==> config.mk <==
export PLATFORM = sky130hd
export DESIGN_NAME = fft_agu_pp
export DESIGN_NICKNAME = d
export VERILOG_FILES = /design/src/rtl/fft_pkg.sv /design/src/rtl/fft_wr_delay.sv /design/src/rtl/fft_agu_pp.sv
export SDC_FILE = /design/constraint.sdc
export NUM_CORES = 1
export LEC_CHECK = 0
export CAP_MARGIN = 5
export CORE_MARGIN = 3
export CORE_UTILIZATION = 30
export CTS_CLUSTER_SIZE = 24
export DETAILED_ROUTE_END_ITERATION = 10
export DONT_BUFFER_PORTS = 1
export HOLD_SLACK_MARGIN = 0.06
export PLACE_DENSITY_LB_ADDON = 0.3
export SLEW_MARGIN = 40
export SYNTH_ARGS = -nofsm -noshare
export SYNTH_HDL_FRONTEND = slang
export SYNTH_SLANG_ARGS = --single-unit
==> constraint.sdc <==
create_clock -name clk -period 6.66 [get_ports clk]
set_input_delay 1.332 -clock clk [delete_from_list [all_inputs] [get_ports clk]]
set_output_delay 1.332 -clock clk [all_outputs]
set_load 0.1 [all_outputs]
==> src/rtl/fft_pkg.sv <==
// Shared FSM type, default sizing and configuration checks for the ping-pong FFT
// address generator. Instances derive their own widths from their LOG_N_MAX.
package fft_pkg;

  localparam int LOG_N_MAX_DEF = 10;
  localparam int BFLY_LAT_DEF  = 4;
  localparam int ADDR_W        = LOG_N_MAX_DEF;
  localparam int TW_W          = LOG_N_MAX_DEF - 1;
  localparam int LOGN_W        = $clog2(LOG_N_MAX_DEF + 1);

  typedef enum logic [1:0] {
    IDLE  = 2'd0,
    RUN   = 2'd1,
    DRAIN = 2'd2,
    DONE  = 2'd3
  } agu_state_e;

  function automatic logic logn_legal(input int unsigned log_n, input int unsigned log_n_max);
    return (log_n != 0) && (log_n <= log_n_max);
  endfunction

endpackage

==> src/rtl/fft_wr_delay.sv <==
// Enable-gated shift register that lines up write-back addresses with butterfly
// results; it only advances when the datapath does.
module fft_wr_delay #(
  parameter int DEPTH = 4,
  parameter int WIDTH = 21
) (
  input  logic             clk_i,
  input  logic             rst_ni,
  input  logic             en_i,
  input  logic [WIDTH-1:0] d_i,
  output logic [WIDTH-1:0] q_o
);

  logic [WIDTH-1:0] pipe_q [DEPTH];

  always_ff @(posedge clk_i or negedge rst_ni) begin
    if (!rst_ni) begin
      for (int i = 0; i < DEPTH; i++) begin
        pipe_q[i] <= '0;
      end
    end else if (en_i) begin
      pipe_q[0] <= d_i;
      for (int i = 1; i < DEPTH; i++) begin
        pipe_q[i] <= pipe_q[i-1];
      end
    end
  end

  assign q_o = pipe_q[DEPTH-1];

endmodule

==> src/rtl/fft_agu_pp.sv <==
// Radix-2 DIT FFT address generator over ping-pong banks with runtime size,
// inverse mode, downstream stall and latency-matched write-back addressing.
module fft_agu_pp
  import fft_pkg::*;
#(
  parameter int LOG_N_MAX = LOG_N_MAX_DEF,
  parameter int BFLY_LAT  = BFLY_LAT_DEF
) (
  input  logic                           clk,
  input  logic                           rst_n,
  input  logic                           start,
  input  logic [$clog2(LOG_N_MAX+1)-1:0] log_n,
  input  logic                           inverse,
  input  logic                           ready,
  output logic                           rd_valid,
  output logic [LOG_N_MAX-1:0]           rd_addr1,
  output logic [LOG_N_MAX-1:0]           rd_addr2,
  output logic [LOG_N_MAX-2:0]           tw_addr,
  output logic                           tw_conj,
  output logic                           rd_bank,
  output logic                           wr_en,
  output logic [LOG_N_MAX-1:0]           wr_addr1,
  output logic [LOG_N_MAX-1:0]           wr_addr2,
  output logic                           wr_bank,
  output logic [$clog2(LOG_N_MAX+1)-1:0] stage,
  output logic                           busy,
  output logic                           finish,
  output logic                           result_bank,
  output logic                           cfg_err
);

  localparam int AW  = LOG_N_MAX;
  localparam int TWW = LOG_N_MAX - 1;
  localparam int LW  = $clog2(LOG_N_MAX + 1);
  localparam int CW  = $clog2(BFLY_LAT + 1);
  localparam int DW  = 1 + 2 * AW;

  agu_state_e     state_q;
  logic [LW-1:0]  stage_q;
  logic [LW-1:0]  logn_q;
  logic [AW-1:0]  b_q;
  logic [CW-1:0]  cnt_q;
  logic           inv_q;
  logic           res_bank_q;
  logic           rd_valid_q;
  logic [AW-1:0]  rd_addr1_q;
  logic [AW-1:0]  rd_addr2_q;
  logic [TWW-1:0] tw_addr_q;
  logic           rd_bank_q;
  logic           wr_bank_q;
  logic           busy_q;
  logic           finish_q;
  logic           cfg_err_q;

  logic [AW-1:0]  b_nxt;
  logic [LW-1:0]  stage_nxt;
  logic           last_b;
  logic [DW-1:0]  dly_in;
  logic [DW-1:0]  dly_out;

  function automatic logic [AW-1:0] half_f(input logic [LW-1:0] s);
    return AW'(1) << s;
  endfunction

  // Upper address is b with a zero bit inserted at position s.
  function automatic logic [AW-1:0] addr1_f(input logic [LW-1:0] s, input logic [AW-1:0] b);
    return ((b >> s) << (s + LW'(1))) | (b & (half_f(s) - AW'(1)));
  endfunction

  // Twiddle index is scaled to the largest ROM, so it never depends on runtime N.
  function automatic logic [TWW-1:0] tw_f(input logic [LW-1:0] s, input logic [AW-1:0] b);
    logic [AW-1:0] k;
    k = b & (half_f(s) - AW'(1));
    return TWW'(k) << (LW'(TWW) - s);
  endfunction

  assign b_nxt     = b_q + AW'(1);
  assign stage_nxt = stage_q + LW'(1);
  assign last_b    = (b_q == ((AW'(1) << (logn_q - LW'(1))) - AW'(1)));

  always_ff @(posedge clk or negedge rst_n) begin
    if (!rst_n) begin
      state_q    <= IDLE;
      stage_q    <= '0;
      logn_q     <= '0;
      b_q        <= '0;
      cnt_q      <= '0;
      inv_q      <= 1'b0;
      res_bank_q <= 1'b0;
      rd_valid_q <= 1'b0;
      rd_addr1_q <= '0;
      rd_addr2_q <= '0;
      tw_addr_q  <= '0;
      rd_bank_q  <= 1'b0;
      wr_bank_q  <= 1'b0;
      busy_q     <= 1'b0;
      finish_q   <= 1'b0;
      cfg_err_q  <= 1'b0;
    end else begin
      finish_q  <= 1'b0;
      cfg_err_q <= 1'b0;
      case (state_q)
        IDLE: begin
          if (start) begin
            if (logn_legal(int'(log_n), LOG_N_MAX)) begin
              logn_q     <= log_n;
              inv_q      <= inverse;
              res_bank_q <= log_n[0];
              stage_q    <= '0;
              b_q        <= '0;
              cnt_q      <= '0;
              rd_valid_q <= 1'b1;
              rd_addr1_q <= '0;
              rd_addr2_q <= AW'(1);
              tw_addr_q  <= '0;
              rd_bank_q  <= 1'b0;
              wr_bank_q  <= 1'b1;
              busy_q     <= 1'b1;
              state_q    <= RUN;
            end else begin
              cfg_err_q <= 1'b1;
            end
          end
        end
        RUN: begin
          if (ready) begin
            if (last_b) begin
              rd_valid_q <= 1'b0;
              cnt_q      <= '0;
              state_q    <= DRAIN;
            end else begin
              b_q        <= b_nxt;
              rd_addr1_q <= addr1_f(stage_q, b_nxt);
              rd_addr2_q <= addr1_f(stage_q, b_nxt) + half_f(stage_q);
              tw_addr_q  <= tw_f(stage_q, b_nxt);
            end
          end
        end
        // Drain lets every write of this stage land before the next stage reads.
        DRAIN: begin
          if (ready) begin
            if (cnt_q == CW'(BFLY_LAT - 1)) begin
              if (stage_q < logn_q - LW'(1)) begin
                stage_q    <= stage_nxt;
                b_q        <= '0;
                rd_valid_q <= 1'b1;
                rd_addr1_q <= '0;
                rd_addr2_q <= half_f(stage_nxt);
                tw_addr_q  <= '0;
                rd_bank_q  <= stage_nxt[0];
                wr_bank_q  <= ~stage_nxt[0];
                state_q    <= RUN;
              end else begin
                busy_q   <= 1'b0;
                finish_q <= 1'b1;
                state_q  <= DONE;
              end
            end else begin
              cnt_q <= cnt_q + CW'(1);
            end
          end
        end
        DONE: begin
          state_q <= IDLE;
        end
        default: begin
          state_q <= IDLE;
        end
      endcase
    end
  end

  assign dly_in = {rd_valid_q, rd_addr1_q, rd_addr2_q};

  fft_wr_delay #(
    .DEPTH(BFLY_LAT),
    .WIDTH(DW)
  ) u_wr_delay (
    .clk_i (clk),
    .rst_ni(rst_n),
    .en_i  (ready),
    .d_i   (dly_in),
    .q_o   (dly_out)
  );

  assign wr_en       = dly_out[DW-1] & ready;
  assign wr_addr1    = dly_out[2*AW-1:AW];
  assign wr_addr2    = dly_out[AW-1:0];
  assign rd_valid    = rd_valid_q;
  assign rd_addr1    = rd_addr1_q;
  assign rd_addr2    = rd_addr2_q;
  assign tw_addr     = tw_addr_q;
  assign tw_conj     = inv_q;
  assign rd_bank     = rd_bank_q;
  assign wr_bank     = wr_bank_q;
  assign stage       = stage_q;
  assign busy        = busy_q;
  assign finish      = finish_q;
  assign result_bank = res_bank_q;
  assign cfg_err     = cfg_err_q;

endmodule
## Word level (Yosys, flattened, before mapping)

Index checks and enable logic that the tools add are counted.

- Logic and storage cells: 144
- Register bits after elaboration: 144
- Bits of input ports: 9
- Output and inout port bits: 62

- $add $sub $neg: 8
- Eq/ne operators: 15
- Bitwise logic cells: 4
- Muxes and demuxes: 77
- Reduce and logical (&&, ||, !) cells: 12
- Magnitude comparators: 2
- Shift operators: 6

Operators with widths:

| operator | count |
|---|---|
| $mux 10 | 16 |
| $pmux 10 s3 | 3 |
| $mux 9 | 7 |
| $shl 1x4->10 const A | 3 |
| $pmux 9 s3 | 1 |
| $mux 1 | 25 |
| $mux 4 | 5 |
| $ne 2x2->1 const B | 10 |
| $sub 10x1->10 const B | 2 |
| $mux 3 | 6 |
| $reduce_and 6->1 | 3 |
| $reduce_and 8->1 | 2 |
| $mux 2 | 7 |
| $add 10x1->10 const B | 1 |
| $add 10x10->10 | 1 |
| $and 10x10->10 | 1 |
| $eq 10x10->1 | 1 |
| $or 10x10->10 | 1 |
| $shl 10x4->10 | 1 |
| $shr 10x4->10 | 1 |
| $pmux 3 s3 | 1 |
| $shl 9x4->9 | 1 |
| $pmux 2 s4 | 1 |
| $pmux 4 s2 | 1 |
| other kinds (20) | 23 |

## Depth between registers and ports, before layout

Gate-level depths: netlist of run 1.

- Word-level depth: 8
- Mapped depth: 22
- Gate-level depth less buffers: 20

## By module

From an unflattened synthesis of run 1, not the netlist that was laid out.

- Cells, all modules: 901
- Area total of the unflattened synthesis: 9,062.4 µm²

By module, submodules not included:

| module | cells each | times used | seq. area each (µm²) | area each (µm²) |
|---|---|---|---|---|
| fft_agu_pp | 703 | 1 | 1,451.4 | 5,542.8 |
| fft_wr_delay | 198 | 1 | 2,102.0 | 3,519.6 |

## Worst setup path before layout of run 1

No wires, ideal clock.

- Path kind: reg2reg
- Start: register stage_q[0] (netlist: stage[0])
- End: register rd_addr2_q[9] (netlist: rd_addr2[9])
- Path buffers: 5
- Path slack: 0.895 ns
- Setup time: 0.126 ns
- Clock period less this slack: 5.765 ns
- Stages on the path, launching flop included: 22
- Required time: 6.534 ns
- Arrival time: 5.639 ns
- Cell sequence: dfrtp_1 -> clkbuf_1 -> inv_1 -> clkbuf_1 -> clkbuf_1 -> ha_1 -> clkbuf_1 -> inv_1 -> clkbuf_1 -> nor2_1 -> or4_1 -> o311ai_0 -> ha_1 -> and3_1 -> a221o_1 -> or4_1 -> a31oi_1 -> o21bai_1 -> xor2_1 -> a31oi_1 -> a311oi_1 -> o32a_1

- Cells in the longest elaborated chain, start to end: 8
- Elaborated cells on any way between the ends: 18
- Classes of those cells: add/sub (3); order compare (1); eq/ne (1); shift (4); mux (6); bitwise (2); reduce/logical (1)

RTL lines:

| what | RTL line | RTL |
|---|---|---|
| start, declared | fft_agu_pp.sv:39 | `logic [LW-1:0] stage_q;` |
| start signal, assigned | fft_agu_pp.sv:144 | `stage_q <= stage_nxt;` |
| $shl 1x4->10 | -- |  |
| $sub 10x1->10 | -- |  |
| $and 10x10->10 | -- |  |
| $or 10x10->10 | fft_agu_pp.sv:67 | `return ((b >> s) << (s + LW'(1))) \| (b & (half_f(s) - AW'(1)));` |
| $add 10x10->10 | fft_agu_pp.sv:134 | `rd_addr2_q <= addr1_f(stage_q, b_nxt) + half_f(stage_q);` |
| $mux 10 | fft_agu_pp.sv:127 | `if (last_b) begin` |
| $mux 10 | fft_agu_pp.sv:126 | `if (ready) begin` |
| $pmux 10 s3 | fft_agu_pp.sv:102 | `case (state_q)` |
| end signal, assigned | fft_agu_pp.sv:134 |  |
| end signal, assigned | fft_agu_pp.sv:148 | `rd_addr2_q <= half_f(stage_nxt);` |
| end, declared | fft_agu_pp.sv:47 | `logic [AW-1:0] rd_addr2_q;` |

Parallel ways exist; a longest one is shown, timed or not. The select of a mux whose other input is x is not followed.
A chain may end at the register's enable or synchronous reset.

## Worst setup path in the final report of run 1

- Start: register b_q[1]
- End: register rd_addr2_q[9] (netlist: rd_addr2[9])

- Cells in the longest elaborated chain, start to end: 8
- Elaborated cells on any way between the ends: 12
- Classes of those cells: add/sub (2); eq/ne (2); shift (2); mux (3); bitwise (2); reduce/logical (1)

RTL lines:

| what | RTL line | RTL |
|---|---|---|
| start, declared | fft_agu_pp.sv:41 | `logic [AW-1:0] b_q;` |
| start signal, assigned | fft_agu_pp.sv:132 | `b_q <= b_nxt;` |
| $add 10x1->10 | fft_agu_pp.sv:77 | `assign b_nxt = b_q + AW'(1);` |
| $shr 10x4->10 | fft_agu_pp.sv:67 |  |
| $shl 10x4->10 | fft_agu_pp.sv:67 |  |
| $or 10x10->10 | fft_agu_pp.sv:67 |  |
| $add 10x10->10 | fft_agu_pp.sv:134 |  |
| $mux 10 | fft_agu_pp.sv:127 |  |
| $mux 10 | fft_agu_pp.sv:126 |  |
| $pmux 10 s3 | fft_agu_pp.sv:102 |  |

Parallel ways exist; a longest one is shown, timed or not. The select of a mux whose other input is x is not followed.

==> out/qor.txt, run 1 <==
PLACE
--------------------------------------------------------------------------------------
HPWL after detailed placement                                                 17390 um
Count of port buffers added during placement                                         0
Final weighted congestion in routability-driven placement                       0.9196
Worst setup timing slack at the placement stage                                1089 ps
Placed Instance Area                                                      0.009417 mm2

FLOORPLANNING
--------------------------------------------------------------------------------------
Starting density of the core                                                    0.3074
Standard-cell rows                                                                  63
Die height                                                                    181.2 um
Width of the die                                                              181.2 um
Num ports                                                                           71
Std-Cell Core Area                                                         0.02995 mm2
Floorplan die area                                                         0.03284 mm2

WORST SETUP PATH
--------------------------------------------------------------------------------------
Largest fanout on the critical path                                                 10
Worst R2R Setup Slack                                                          1020 ps
Launch point of the critical path                                               b_q[1]
Destination of the worst register-to-register timing path                  rd_addr2[9]
Kind of start point of the critical path                                     flip-flop
RR Startpoint                                                                   b_q[1]
Start-to-end type of the worst setup path                                 flip-flop to flip-flop
R2R cell count                                                                      19
Required time at the endpoint of the critical path                             6950 ps
Critical path capture point type                                             flip-flop
Data arrival time of the critical path                                         5930 ps

TIMING
--------------------------------------------------------------------------------------
Max Freq                                                                     177.3 MHz
Worst-Margin Slew                                                             891.0 ps
Setup violators final                                                                0
Setup slack of the critical path after layout                                  1021 ps
Share of the cycle needed by the critical path after routing                    0.8467
RSZ-0062 raised after global routing                                             false
Worst clock skew                                                              22.25 ps
Number of pins exceeding their max-slew limit in the final report                    0
Count of endpoints failing hold in the final timing report                           0
Max transition margin                                                           0.4060
Sum of negative setup slack                                                       0 ps
Final period demand of the worst path                                          5639 ps

OUTCOME
--------------------------------------------------------------------------------------
Status                                                                    finished, final reports clean

DRT
--------------------------------------------------------------------------------------
Vias after detailed routing                                                       7079
# DRC                                                                                0
Detail-routed net length per standard cell                                    18.95 um
Number of optimization iterations in the first detailed-route pass                   5
Via density per instance                                                         5.450
Count of antenna-violating nets left after detailed routing                          0
Final wirelength                                                              24620 um
Violation count after the first detailed-route iteration                           422

LOGIC SYNTHESIS
--------------------------------------------------------------------------------------
Most used DFF post-synth                                                  sky130_fd_sc_hd__dfrtp_1
Gate count after technology mapping                                                948
Post-synth net total                                                               993
Number of synthesized register bits                                                142
EDFF count, synth                                                                    0
Netlist area before placement                                             0.009209 mm2
Portion of the post-synthesis area used by sequential elements                  0.3859
Average instance area after synthesis                                        9.714 um2
Number of distinct standard cells referenced by the synthesized netlist             91
Count of yosys warnings during synthesis                                             0
Async SR Flop Fraction                                                           1.000

PWR
--------------------------------------------------------------------------------------
Reg power frac                                                                   0.442
Net switching power figure                                                     2858 uW
Part of the total power dissipated in the clock network                          0.169
Switching share of total power                                                  0.5109
Combinational power share                                                        0.389
Internal portion of total power                                                2737 uW
Post-layout total power                                                        5595 uW
Leak Pwr                                                                   0.004222 uW
Power per standard cell area                                              558.3 mW/mm2
Worst vdd ir                                                                  191.5 uV

FINAL LAYOUT
--------------------------------------------------------------------------------------
Filler Cells Inserted                                                             3029
Most frequent standard cell in the layout excluding fill and tap cells    sky130_fd_sc_hd__dfrtp_1
Antenna diode count                                                                  0
Fraction of final layout cells sized beyond drive strength 1                    0.2464
Layout-stage area growth over the synthesis result                              8.818%
Number of nets in the final layout                                                 941
Commonest cells after routing, fill and taps aside                        sky130_fd_sc_hd__dfrtp_1, sky130_fd_sc_hd__mux2_2, sky130_fd_sc_hd__nand2_1
Final design area excluding fillers                                        0.01002 mm2

GLOBAL ROUTE
--------------------------------------------------------------------------------------
Remaining Overflow, GRT                                                              0
GRT Util Overall                                                                0.1498
First-pass GRT wire length                                                    39740 um
Maximum number of pins on one net before global-route repair                       143
Number of global-route vias before repair                                         6909
Initial antenna violation count                                                      0

CLOCKING
--------------------------------------------------------------------------------------
CTS Hold Buffers Added                                                               0
CTS Root Cell                                                             sky130_fd_sc_hd__clkbuf_16
Clock latency on the worst-skew pair                                            430 ps
TritonCTS buffer count                                                              17
Clock Pin Slew Worst Setup and Hold Paths                                        70 ps
CTS tree                                                                          done
Resized Gates After CTS                                                              0
Num Clock Sinks                                                                    142
H-tree levels                                                                        4
Longest Clk Path Bufs                                                                2
Setup Buffers After CTS                                                              0

HOLD PATH
--------------------------------------------------------------------------------------
Origin of the worst min-delay path                                        u_wr_delay.pipe_q[49]
Path type of the worst min-delay path                                     flip-flop to flip-flop
Hold depth                                                                           1
Worst hold path endpoint                                                  u_wr_delay.pipe_q[28]

JOB
--------------------------------------------------------------------------------------
Max_cap viols                                                                        0

-- layer usage --
layer  vias up  wire length, um  GRT usage
li1       3339                -          -
met1      3510            11270     0.2048
met2       216            11550     0.2376
met3        14             1546    0.03946
met4         0              242    0.03595
met5         -                0          0
-- worst max path at each step --
stage	to	depth (start not counted)	slack, ps
2_1_floorplan	rd_addr2[9]	21	900
3_3_place_gp	rd_addr2[9]	19	1220
3_5_place_dp	rd_addr2[9]	19	1090
4_1_cts	rd_addr2[9]	19	1050
5_1_grt	rd_addr2[9]	19	620
6_report	rd_addr2[9]	19	1020
-- Yosys cell counts, drive strengths merged, types with 4 or more instances --
library cell / instances / area share
o31a: 5 / 0.0048
nor2b: 16 / 0.011
and2: 8 / 0.0054
mux2: 101 / 0.13
xor2: 6 / 0.0057
o22ai: 5 / 0.0034
o311ai: 5 / 0.0048
o21a: 6 / 0.0049
a22oi: 4 / 0.0033
a31oi: 15 / 0.010
a21boi: 5 / 0.0045
or2: 5 / 0.0037
or3: 9 / 0.0061
nand3b: 4 / 0.0033
a32oi: 7 / 0.0067
o2111ai: 5 / 0.0048
nand3: 32 / 0.018
nor2: 63 / 0.026
o31ai: 10 / 0.0087
dfrtp: 142 / 0.39
xnor2: 19 / 0.018
o211ai: 8 / 0.0065
nor3: 20 / 0.013
mux2i: 12 / 0.013
buf: 34 / 0.026
a31o: 7 / 0.0067
clkbuf: 49 / 0.020
a21o: 10 / 0.0082
and3: 7 / 0.0048
a221oi: 4 / 0.0045
nand2: 80 / 0.033
inv: 38 / 0.015
a211oi: 10 / 0.0082
a21oi: 20 / 0.011
nor4: 5 / 0.0057
a22o: 13 / 0.012
nand2b: 6 / 0.0041
o21ai: 60 / 0.033
nand4: 10 / 0.0075
ha: 35 / 0.048
mux4: 4 / 0.0098
-- logic make-up after synthesis --
family | share of synthesized area
AOI/OAI and AO/OA | 0.1745
adders and majority gates | 0.04973
xor gates and xnor gates | 0.02378
DFF | 0.3859
and+or+nand+nor | 0.1538
buffers and inverters | 0.06195
muxes | 0.1504
-- cell type report --
cell class	instances	area, um2	area share
clock buffer	20	446.7	0.04457
tap	390	488.0	0.04870
sequential	142	3622	0.3615
inverter	39	146.4	0.01461
multi-input combinational	684	5091	0.5081
timing repair buffer	12	90.09	0.008990
clock inverter	12	136.4	0.01361
-- worst max-delay path, cell delays in order (launching register included) --
cell and delay (ps):
sky130_fd_sc_hd__dfrtp_1 480, sky130_fd_sc_hd__ha_1 360, sky130_fd_sc_hd__nand3_2 220, sky130_fd_sc_hd__nor2_1 390, sky130_fd_sc_hd__a31o_2 240, sky130_fd_sc_hd__nor2_1 90, sky130_fd_sc_hd__o311ai_1 590, sky130_fd_sc_hd__nor2_1 70
sky130_fd_sc_hd__or4_1 470, sky130_fd_sc_hd__o311ai_0 160, sky130_fd_sc_hd__ha_1 380, sky130_fd_sc_hd__and3_1 200, sky130_fd_sc_hd__a221o_1 330, sky130_fd_sc_hd__or4_1 430, sky130_fd_sc_hd__a31oi_1 190, sky130_fd_sc_hd__o21bai_1 90
sky130_fd_sc_hd__xor2_1 250, sky130_fd_sc_hd__o21ai_0 140, sky130_fd_sc_hd__o21a_1 130, sky130_fd_sc_hd__o32a_1 280
-- flip-flops by register name (all words and copies together), names as in the netlist, 2 cells and up --
name	cells
b_q	10
cnt_q	3
state_q	2
logn_q	4
rd_addr2	10
stage	4
u_wr_delay.q_o	21
u_wr_delay.pipe_q	63
rd_addr1	10
tw_addr	9
-- power by group through the flow --
stage	clock network (uW)	registers (uW)	logic, uW
2_1_floorplan	0	1950	2200
3_3_place_gp	0	2460	2150
3_5_place_dp	0	2490	2160
4_1_cts	976	2470	2170
5_1_grt	1020	2530	2410
6_report	945	2470	2180
-- per-stage QoR --
step | cells | hold WS (ps) | utilization
4_1_cts | 1299 | 502.1 | 0.3338
6_report | 1299 | 496.3 | 0.3345
3_5_place_dp | 1267 | 487.6 | 0.3144
5_1_grt | 1299 | 509.5 | 0.3345
2_1_floorplan | 948 | 472.8 | -
3_3_place_gp | 1267 | 482.7 | 0.3128
Note: power is estimated with default switching activity, not from simulation.
==> run 2: changes to the inputs <==
==> constraint.sdc (replaced) <==
create_clock -name clk -period 4.91 [get_ports clk]
set_input_delay 0.982 -clock clk [delete_from_list [all_inputs] [get_ports clk]]
set_output_delay 0.982 -clock clk [all_outputs]
set_load 0.1 [all_outputs]
==> run 2 against run 1 <==
Clock power is 49% higher. Utilization is 2.9 points higher. Largest cell class unchanged. Global-route usage is 0.18 points higher. Critical endpoint unchanged. Combinational power is 63% higher. Register-to-register slack worse by 860 ps. Via count is 2.9% higher. Maximum frequency is 19% higher. Highest routed layer unchanged. Clock skew is 7.4 ps lower. Wire length is 1.6% higher.
==> out/qor.txt, run 2 (same netlist as run 1, synthesis figures left out) <==
OUTCOME
---------------------------------------------------------------------------------
Status                                                               finished, final reports clean

GLOBAL ROUTE
---------------------------------------------------------------------------------
First-pass GRT wire length                                               40010 um   +0.68%
Maximum number of pins on one net before global-route repair                  143   unchanged
Remaining Overflow, GRT                                                         0   unchanged
Initial antenna violation count                                                 0   unchanged
GRT Util Overall                                                           0.1516   +0.001762
Number of global-route vias before repair                                    7168   +3.7%

FINAL LAYOUT
---------------------------------------------------------------------------------
Fraction of final layout cells sized beyond drive strength 1               0.3360   +0.08960
Layout-stage area growth over the synthesis result                         18.40%
Register ranked first by flip-flop count                             u_wr_delay.pipe_q
Number of nets in the final layout                                           1023   +8.7%
Largest register FFs                                                           63   unchanged
Commonest cells after routing, fill and taps aside                   sky130_fd_sc_hd__mux2_2, sky130_fd_sc_hd__buf_4, sky130_fd_sc_hd__dfrtp_1
Antenna diode count                                                             0   unchanged

PWR
---------------------------------------------------------------------------------
Combinational power share                                                   0.430   +0.041
Net switching power figure                                                3991 uW   +40%
Part of the total power dissipated in the clock network                     0.171   +0.002
Leak Pwr                                                              0.004667 uW   +11%
Worst vdd ir                                                             279.5 uV   +46%
Power per standard cell area                                         757.8 mW/mm2   +36%
Reg power frac                                                              0.399   -0.043
Switching share of total power                                             0.4830   -0.02788
Internal portion of total power                                           4272 uW   +56%
Post-layout total power                                                   8262 uW   +48%

JOB
---------------------------------------------------------------------------------
Max_cap viols                                                                   0   unchanged

TIMING
---------------------------------------------------------------------------------
Worst-Margin Slew                                                        891.7 ps   +0.6070 ps
Number of pins exceeding their max-slew limit in the final report               0   unchanged
Setup violators final                                                           0   unchanged
Share of the cycle needed by the critical path after routing               0.9676   +0.1209
Max Freq                                                                210.5 MHz   +19%
Worst clock skew                                                         14.89 ps   -7.364 ps
Final period demand of the worst path                                     4751 ps   -887.9 ps
Max transition margin                                                      0.4056   about the same
Sum of negative setup slack                                                  0 ps   unchanged
Count of endpoints failing hold in the final timing report                      0   unchanged

FLOORPLANNING
---------------------------------------------------------------------------------
Standard-cell rows                                                             63   unchanged
Floorplan die area                                                    0.03284 mm2   unchanged
Width of the die                                                         181.2 um   unchanged
Starting density of the core                                               0.3074   unchanged
Std-Cell Core Area                                                    0.02995 mm2   unchanged
Die height                                                               181.2 um   unchanged
Num ports                                                                      71   unchanged

WORST SETUP PATH
---------------------------------------------------------------------------------
Critical path capture point type                                        flip-flop
Required time at the endpoint of the critical path                        5220 ps   -1730 ps
Data arrival time of the critical path                                    5060 ps   -870 ps
R2R cell count                                                                 21   +2
Worst R2R Setup Slack                                                      160 ps   -860 ps
Start-to-end type of the worst setup path                            flip-flop to flip-flop
Largest fanout on the critical path                                             5   -5
Destination of the worst register-to-register timing path             rd_addr2[9]
RR Startpoint                                                              b_q[1]
Capture point of the worst path                                       rd_addr2[9]
Kind of start point of the critical path                                flip-flop
Launch point of the critical path                                          b_q[1]

PLACE
---------------------------------------------------------------------------------
Count of port buffers added during placement                                    0   unchanged
Final weighted congestion in routability-driven placement                  0.9207   +0.12%
HPWL after detailed placement                                            18250 um   +4.9%

DRT
---------------------------------------------------------------------------------
Number of optimization iterations in the first detailed-route pass              5   unchanged
Final wirelength                                                         25020 um   +1.6%
Detail-routed net length per standard cell                               18.12 um   -4.4%
# DRC                                                                           0   unchanged
Count of antenna-violating nets left after detailed routing                     0   unchanged
Violation count after the first detailed-route iteration                      411   -2.6%
Vias after detailed routing                                                  7286   +2.9%
Via density per instance                                                    5.276   -3.2%

CLOCKING
---------------------------------------------------------------------------------
Clock Pin Slew Worst Setup and Hold Paths                                   60 ps   about the same
TritonCTS buffer count                                                         17   unchanged
Clock latency on the worst-skew pair                                       440 ps   about the same
CTS tree                                                                     done
CTS Root Cell                                                        sky130_fd_sc_hd__clkbuf_16
Longest Clk Path Bufs                                                           2   unchanged
Num Clock Sinks                                                               142   unchanged
H-tree levels                                                                   4   unchanged

HOLD PATH
---------------------------------------------------------------------------------
Path type of the worst min-delay path                                input port to asynchronous set/reset pin

-- run 2: power by group through the flow --
stage	Sequential (uW)	Combinational, uW	Clock (uW)
global route	3370	3910	1490
floorplan	2650	2990	0
global placement	3300	3260	0
detailed placement	3340	3280	0
finish	3300	3550	1410
CTS	3320	3330	1440
-- run 2: worst max-delay path, cell delays in order (launching register included) --
cell,delay (ps)
sky130_fd_sc_hd__dfrtp_2,460
sky130_fd_sc_hd__ha_4,190
sky130_fd_sc_hd__buf_6,120
sky130_fd_sc_hd__a31o_4,250
sky130_fd_sc_hd__nand2_2,60
sky130_fd_sc_hd__a211oi_1,80
sky130_fd_sc_hd__o31ai_1,350
sky130_fd_sc_hd__o211ai_1,220
sky130_fd_sc_hd__mux2i_1,290
sky130_fd_sc_hd__o22ai_2,150
sky130_fd_sc_hd__o21ai_2,150
sky130_fd_sc_hd__nand2_2,80
sky130_fd_sc_hd__ha_4,220
sky130_fd_sc_hd__and3_1,160
sky130_fd_sc_hd__a221o_1,320
sky130_fd_sc_hd__or4_4,440
sky130_fd_sc_hd__a31oi_1,180
sky130_fd_sc_hd__o21bai_1,110
sky130_fd_sc_hd__xor2_1,260
sky130_fd_sc_hd__o21ai_1,110
sky130_fd_sc_hd__o21a_1,130
sky130_fd_sc_hd__o32a_1,270
-- run 2: final cells by class --
cell class / instances / area (um2)
fillers: 3023 / 19050
multi-input cells: 684 / 5260
flip-flops and latches: 142 / 3627
repair buffers: 94 / 732.0
clock buffers: 24 / 491.7
well taps: 390 / 488.0
clock inverters: 8 / 153.9
inverters: 39 / 150.1
-- run 2: routing by layer --
metal  GRT usage  part of all wire
met2      0.2315              0.46
met1      0.2120              0.47
met5           0                 0
met3     0.04087             0.058
met4     0.04113             0.014
-- run 2: how the worst min path moves through the flow --
stage | start | to | slack [ps] | depth (start not counted)
floorplan | u_wr_delay.q_o[20] | u_wr_delay.q_o[20] | 470 | 1
global placement | u_wr_delay.pipe_q[69] | u_wr_delay.pipe_q[48] | 480 | 1
detailed placement | u_wr_delay.pipe_q[31] | u_wr_delay.q_o[10] | 490 | 1
CTS | rst_n | tw_addr[4] | 220 | 0
global route | rst_n | b_q[2] | 220 | 0
finish | rst_n | u_wr_delay.q_o[9] | 250 | 0
-- run 2: per-stage QoR --
| stage | hold WS, ps | cell area [um2] | setup WS, ps | utilization | std cells |
|---|---|---|---|---|---|
| after floorplan | 472.8 | 9249 | 3.839 | - | 948 |
| after global placement | 482.3 | 9922 | 49.77 | 0.3312 | 1339 |
| after detailed placement | 490.1 | 9968 | -84.53 | 0.3328 | 1339 |
| after CTS | 222.2 | 10650 | 5.526 | 0.3554 | 1374 |
| after global routing | 216.4 | 10900 | -65.72 | 0.3640 | 1381 |
| final | 251.4 | 10900 | 159.1 | 0.3640 | 1381 |
-- run 2: timing repair --
action                     CTS  global route
resized for setup            4            45
buffers inserted             3             5
hold buffers                 0             0
pin swaps                    5            16
setup endpoints to repair    1             3
==> edit 1 (config.mk and constraints of run 1) <==
`LOG_N_MAX_DEF`: 10 -> 8.
--- a/src/rtl/fft_pkg.sv
+++ b/src/rtl/fft_pkg.sv
@@ -2,7 +2,7 @@
 // address generator. Instances derive their own widths from their LOG_N_MAX.
 package fft_pkg;
 
-  localparam int LOG_N_MAX_DEF = 10;
+  localparam int LOG_N_MAX_DEF = 8;
   localparam int BFLY_LAT_DEF  = 4;
   localparam int ADDR_W        = LOG_N_MAX_DEF;
   localparam int TW_W          = LOG_N_MAX_DEF - 1;
Interface: changed (5 resized); port bits go from 71 to 61. No check against the original RTL was run, so the function may have changed too.
==> edit 1 against run 1 <==
Die area decreased by 22%; wire length is 31% lower; synthesized area shrank 23%; sequential cell count down 24; critical path depth is the same; cell area decreased by 22%; global-route usage shrank 1.3 points; via count is 26% lower; worst setup slack better by 0.53 ns.
Power is not shown: default switching activity piles up to over one toggle a cycle in this logic, so the estimate is an artifact.
==> edit 1: results (changes against run 1) <==
| Metric | Value |
|---|---|
| Run status | complete, no violations |
| Wire per inst | 16.8 um (-12%) |
| Synth async-reset ratio | 1.00 (unchanged) |
| GRT Util Overall | 0.137 (-0.0129) |
| Ant diodes | 0 (unchanged) |
| Root buffer cell | clkbuf_16 |
| Yosys warning count | 0 (unchanged) |
| First-pass GRT wire length | 28.4 mm (-29%) |
| RR Endpoint | rd_addr2[7]$_DFFE_PN0P_ |
| DR vias | 5224 (-26%) |
| Crit Path Max Fanout | 13 (+3) |
| Initial antenna violation count | 0 (unchanged) |
| Worst-path clk slew | ~0.060 ns |
| Syn nets | 761 (-23%) |
| CTS Buffer Depth | 2 (unchanged) |
| Arr. time, crit path | 5.40 ns (-0.53 ns) |
| Slew Limit Headroom | 0.409 (+0.00330) |
| FF-to-FF Start | b_q[0]$_DFFE_PN0P_ |
| Layout Nets | 731 (-22%) |
| Clk_lat worst skew | 0.42 ns |
| Hold Path End | u_wr_delay.q_o[16]$_DFFE_PN0P_ |
| Largest net degree at the start of global routing | 119 (-17%) |
| First DRT Iteration DRCs | 354 (-16%) |
| Hold Crit Depth | 1 (unchanged) |
| First-pass DRT Iterations | 5 (unchanged) |
| Filler cell count | 2348 (-22%) |
| Num CTS Buffers | 17 (unchanged) |
| Worst reg2reg path depth | 19 (unchanged) |
| Crit path launch type | flop |
| Post CTS Setup Buffer Count | 0 (unchanged) |
| Tightest Hold Check Type | reg -> reg |
| Layout cells sized above 1 | 0.239 (-0.00745) |
| Library cells used by synthesis | 74 (-19%) |
| HP Start | u_wr_delay.q_o[16]$_DFFE_PN0P_ |
| Hpwl dp | 11.8 mm (-32%) |
| H-tree depth | 4 (unchanged) |
| Cts repair resizes | 0 (unchanged) |
| Clock Skew | 0.0196 ns (-0.00268 ns) |
| R2R setup slack | 1.55 ns (+0.53 ns) |
| Reg with most FFs | u_wr_delay.pipe_q |
| IO Port Bufs | 0 (unchanged) |
| Routability Congestion | 0.897 (-2.4%) |
| Top cells by area, synth | dfrtp_1 42%, mux2_2 11%, ha_1 5.5%, nand2_1 4.5%, xnor2_1 2.3% |
| Post-synth top cells | 118 x dfrtp_1, 85 x nand2_1, 71 x mux2_2 |
| Register area share after synthesis | 0.416 (+0.0302) |
| Max reg flops | 51 (-19%) |
## edit 1: cell types whose count changed after synthesis, sizes merged, moves of 12 or more
| cell | change |
|---|---|
| mux2 | -30 |
| clkbuf | -25 |
| dfrtp | -24 |
| nor2 | -22 |
| nor2b | -13 |
| inv | -12 |
## edit 1: layout make-up
class                      instances  area, um^2  share of cell area
multi-input combinational        519        3750               0.478
sequential                       118        3000               0.383
inverter                          27         101              0.0129
timing repair buffer               7        56.3             0.00718
clock buffer                      19         433              0.0552
clock inverter                    13         109              0.0139
tap                              313         392              0.0499
## edit 1: how the worst max path moves through the flow
stage,depth (start not counted),slack [ns],end
5_1_grt,19,1.09,rd_addr2[7]$_DFFE_PN0P_
2_1_floorplan,18,1.82,rd_addr2[7]$_DFFE_PN0P_
3_5_place_dp,19,1.62,rd_addr2[7]$_DFFE_PN0P_
3_3_place_gp,17,1.78,rd_addr2[7]$_DFFE_PN0P_
6_report,19,1.55,rd_addr2[7]$_DFFE_PN0P_
4_1_cts,19,1.60,rd_addr2[7]$_DFFE_PN0P_
## edit 1: per-stage QoR
step	util	std cells	setup slack [ns]	hold WS [ns]	cell area [um^2]
after floorplan	-	720	1.82	0.473	7100
after global placement	0.316	984	1.78	0.483	7250
after detailed placement	0.318	984	1.62	0.489	7290
after CTS	0.342	1016	1.60	0.500	7830
after global routing	0.342	1016	1.09	0.514	7850
final	0.342	1016	1.55	0.497	7850
## edit 1: kinds of logic after synthesis
logic type	count (synthesis)	synth area share
and+or+nand+nor	210	0.139
AOI/OAI and AO/OA	175	0.179
DFF	118	0.416
buffers and inverters	83	0.0569
muxes	77	0.121
adders and majority gates	32	0.0575
xor gates and xnor gates	25	0.0309
## edit 1: routing by layer
layer / vias up / part of all wire / GRT usage
li1: 2526 / - / -
met1: 2557 / 0.47 / 0.187
met2: 124 / 0.45 / 0.209
met3: 17 / 0.061 / 0.0438
met4: 0 / 0.014 / 0.0387
met5: - / 0 / 0
## edit 1: worst max-delay path, stage by stage, from the launching register on
cell and delay (ns):
dfrtp_1 0.61, ha_1 0.35, nand3_1 0.17, xnor2_1 0.56, o221ai_1 0.20, o221a_2 0.21, a211oi_1 0.30, mux2i_1 0.15
o31a_1 0.33, inv_1 0.07, ha_1 0.22, a21o_1 0.19, a211oi_1 0.25, nor2_1 0.09, o41ai_1 0.37, xnor2_1 0.23
and3_1 0.23, a41o_1 0.20, o2111ai_1 0.17, nand3_1 0.09
==> edit 2 (flow settings as in run 1) <==
Without the edit above. Put one more register stage on the output `cfg_err`, without a reset. The value now appears one clock later. The other outputs are not delayed to match.
--- a/src/rtl/fft_agu_pp.sv
+++ b/src/rtl/fft_agu_pp.sv
@@ -197,6 +197,8 @@
   assign busy        = busy_q;
   assign finish      = finish_q;
   assign result_bank = res_bank_q;
-  assign cfg_err     = cfg_err_q;
+  always_ff @(posedge clk) begin
+    cfg_err <= cfg_err_q;
+  end
 
 endmodule
Check against the original RTL: not equivalent (a bounded check fails within 4 cycles, from zero or initial values and one cycle with rst_n low).
==> edit 2 against run 1 <==
Critical path depth is 1 lower; power is 0.17% lower; sequential cell count is 1 higher; worst setup slack worse by 0.27 ns; synthesized area is 0.22% higher; worst hold slack worse by 0.13 ns; wire length is 2.7% lower; clock skew is 0.0097 ns lower; sequential share of layout area hardly changed; cell area is 0.55% higher; count of clock-buffer cells in the layout is 3 lower.
==> edit 2: results (changes against run 1) <==
| Metric | Value |
|---|---|
| FF+latch count, synth | 143 (+0.70%) |
| Multi-input combinational area share | 0.505 (-0.00302) |
| Synth async-reset ratio | 0.993 (-0.00699) |
| Pleak | 4.25 nW (+0.58%) |
| Register area share after synthesis | 0.387 (+0.00133) |
| Library cells used by synthesis | 92 (+1.1%) |
| Crit Path Max Fanout | 17 (+7) |
| Met2 Use GR | 0.233 (-0.00479) |
| GRT met1 Usage | 0.206 (+0.00118) |
| Clock buffer count in the final layout | 17 (-15%) |
| Mux cell area share after synthesis | 0.150 (-0.000326) |
| HP Start | cfg_err_q$_DFF_PN0_ |
| Peak VDD IR | 184 uV (-3.7%) |
| Layout Nets | 945 (+0.43%) |
| Met3 wire length | 1.44 mm (-6.7%) |
| Avg Inst Size Synth | 9.72 um^2 (+0.11%) |
| Hold Crit Depth | 0 (-1) |
| Routability Congestion | 0.937 (+1.9%) |
| Routed vias/inst | 5.41 (-0.79%) |
| Synth Area in Compound Gates | 0.174 (-0.000378) |
| Met3 Use GR | 0.0379 (-0.00160) |
| Layout non-clock buf frac | 0.0139 (+0.00492) |
| First DRT Iteration DRCs | 644 (+53%) |
| Synthesized-area fraction occupied by adder cells | 0.0496 (-0.000108) |
| Critical path origin | b_q[0]$_DFFE_PN0P_ |
| Worst reg2reg path depth | 18 (-1) |
| Met2 WL | 11.2 mm (-3.4%) |
| Cts repair resizes | 0 (unchanged) |
| Post-DP Area | 9430 um^2 (+0.11%) |
| Arr. time, crit path | 6.21 ns (+0.28 ns) |
| Signal buffers | 15 (+3) |
| Wire per inst | 18.4 um (-3.0%) |
| DRT met1 WL | 11.1 mm (-2.0%) |
| Worst-margin pin slew | 0.885 ns (-0.00615 ns) |
| GRT Util Overall | 0.148 (-0.00131) |
| First-pass GRT wire length | 39.5 mm (-0.61%) |
| Slowest stage delay, CP | 0.74 ns (+0.15 ns) |
| DR vias | 7045 (-0.48%) |
| Place WS | 0.836 ns (-0.253 ns) |
| Layout cells sized above 1 | 0.251 (+0.00440) |
| Syn nets | 994 (+0.10%) |
| Run status | complete, no violations |
| Hpwl dp | 16.9 mm (-2.7%) |
| Vias in the first global route | 6906 (-0.043%) |
| Register area | 3650 um^2 (+0.66%) |
-- edit 2: changes by cell type after synthesis --
cell,change
dfxtp_1,+1
-- edit 2: power by group --
part | internal, mW | switching (mW) | total [mW] | leakage, nW
registers | 1.22 | 1.23 | 2.45 | 1.64
logic | 0.987 | 1.24 | 2.23 | 2.33
clock network | 0.496 | 0.418 | 0.914 | 0.279
total | 2.70 | 2.88 | 5.59 | 4.25
-- edit 2: path summary, 6_finish.rpt --
path | endpoint | slack (ns)
worst max register to register | rd_addr2[9]$_DFFE_PN0P_ | 0.75
max in group asynchronous | rd_addr1[3]$_DFFE_PN0P_ | 5.80
worst min register to register | cfg_err$_DFF_P_ | 0.37
min in group asynchronous | b_q[0]$_DFFE_PN0P_ | 0.61
worst max-delay path | rd_addr2[9]$_DFFE_PN0P_ | 0.75
worst min-delay path | cfg_err$_DFF_P_ | 0.37
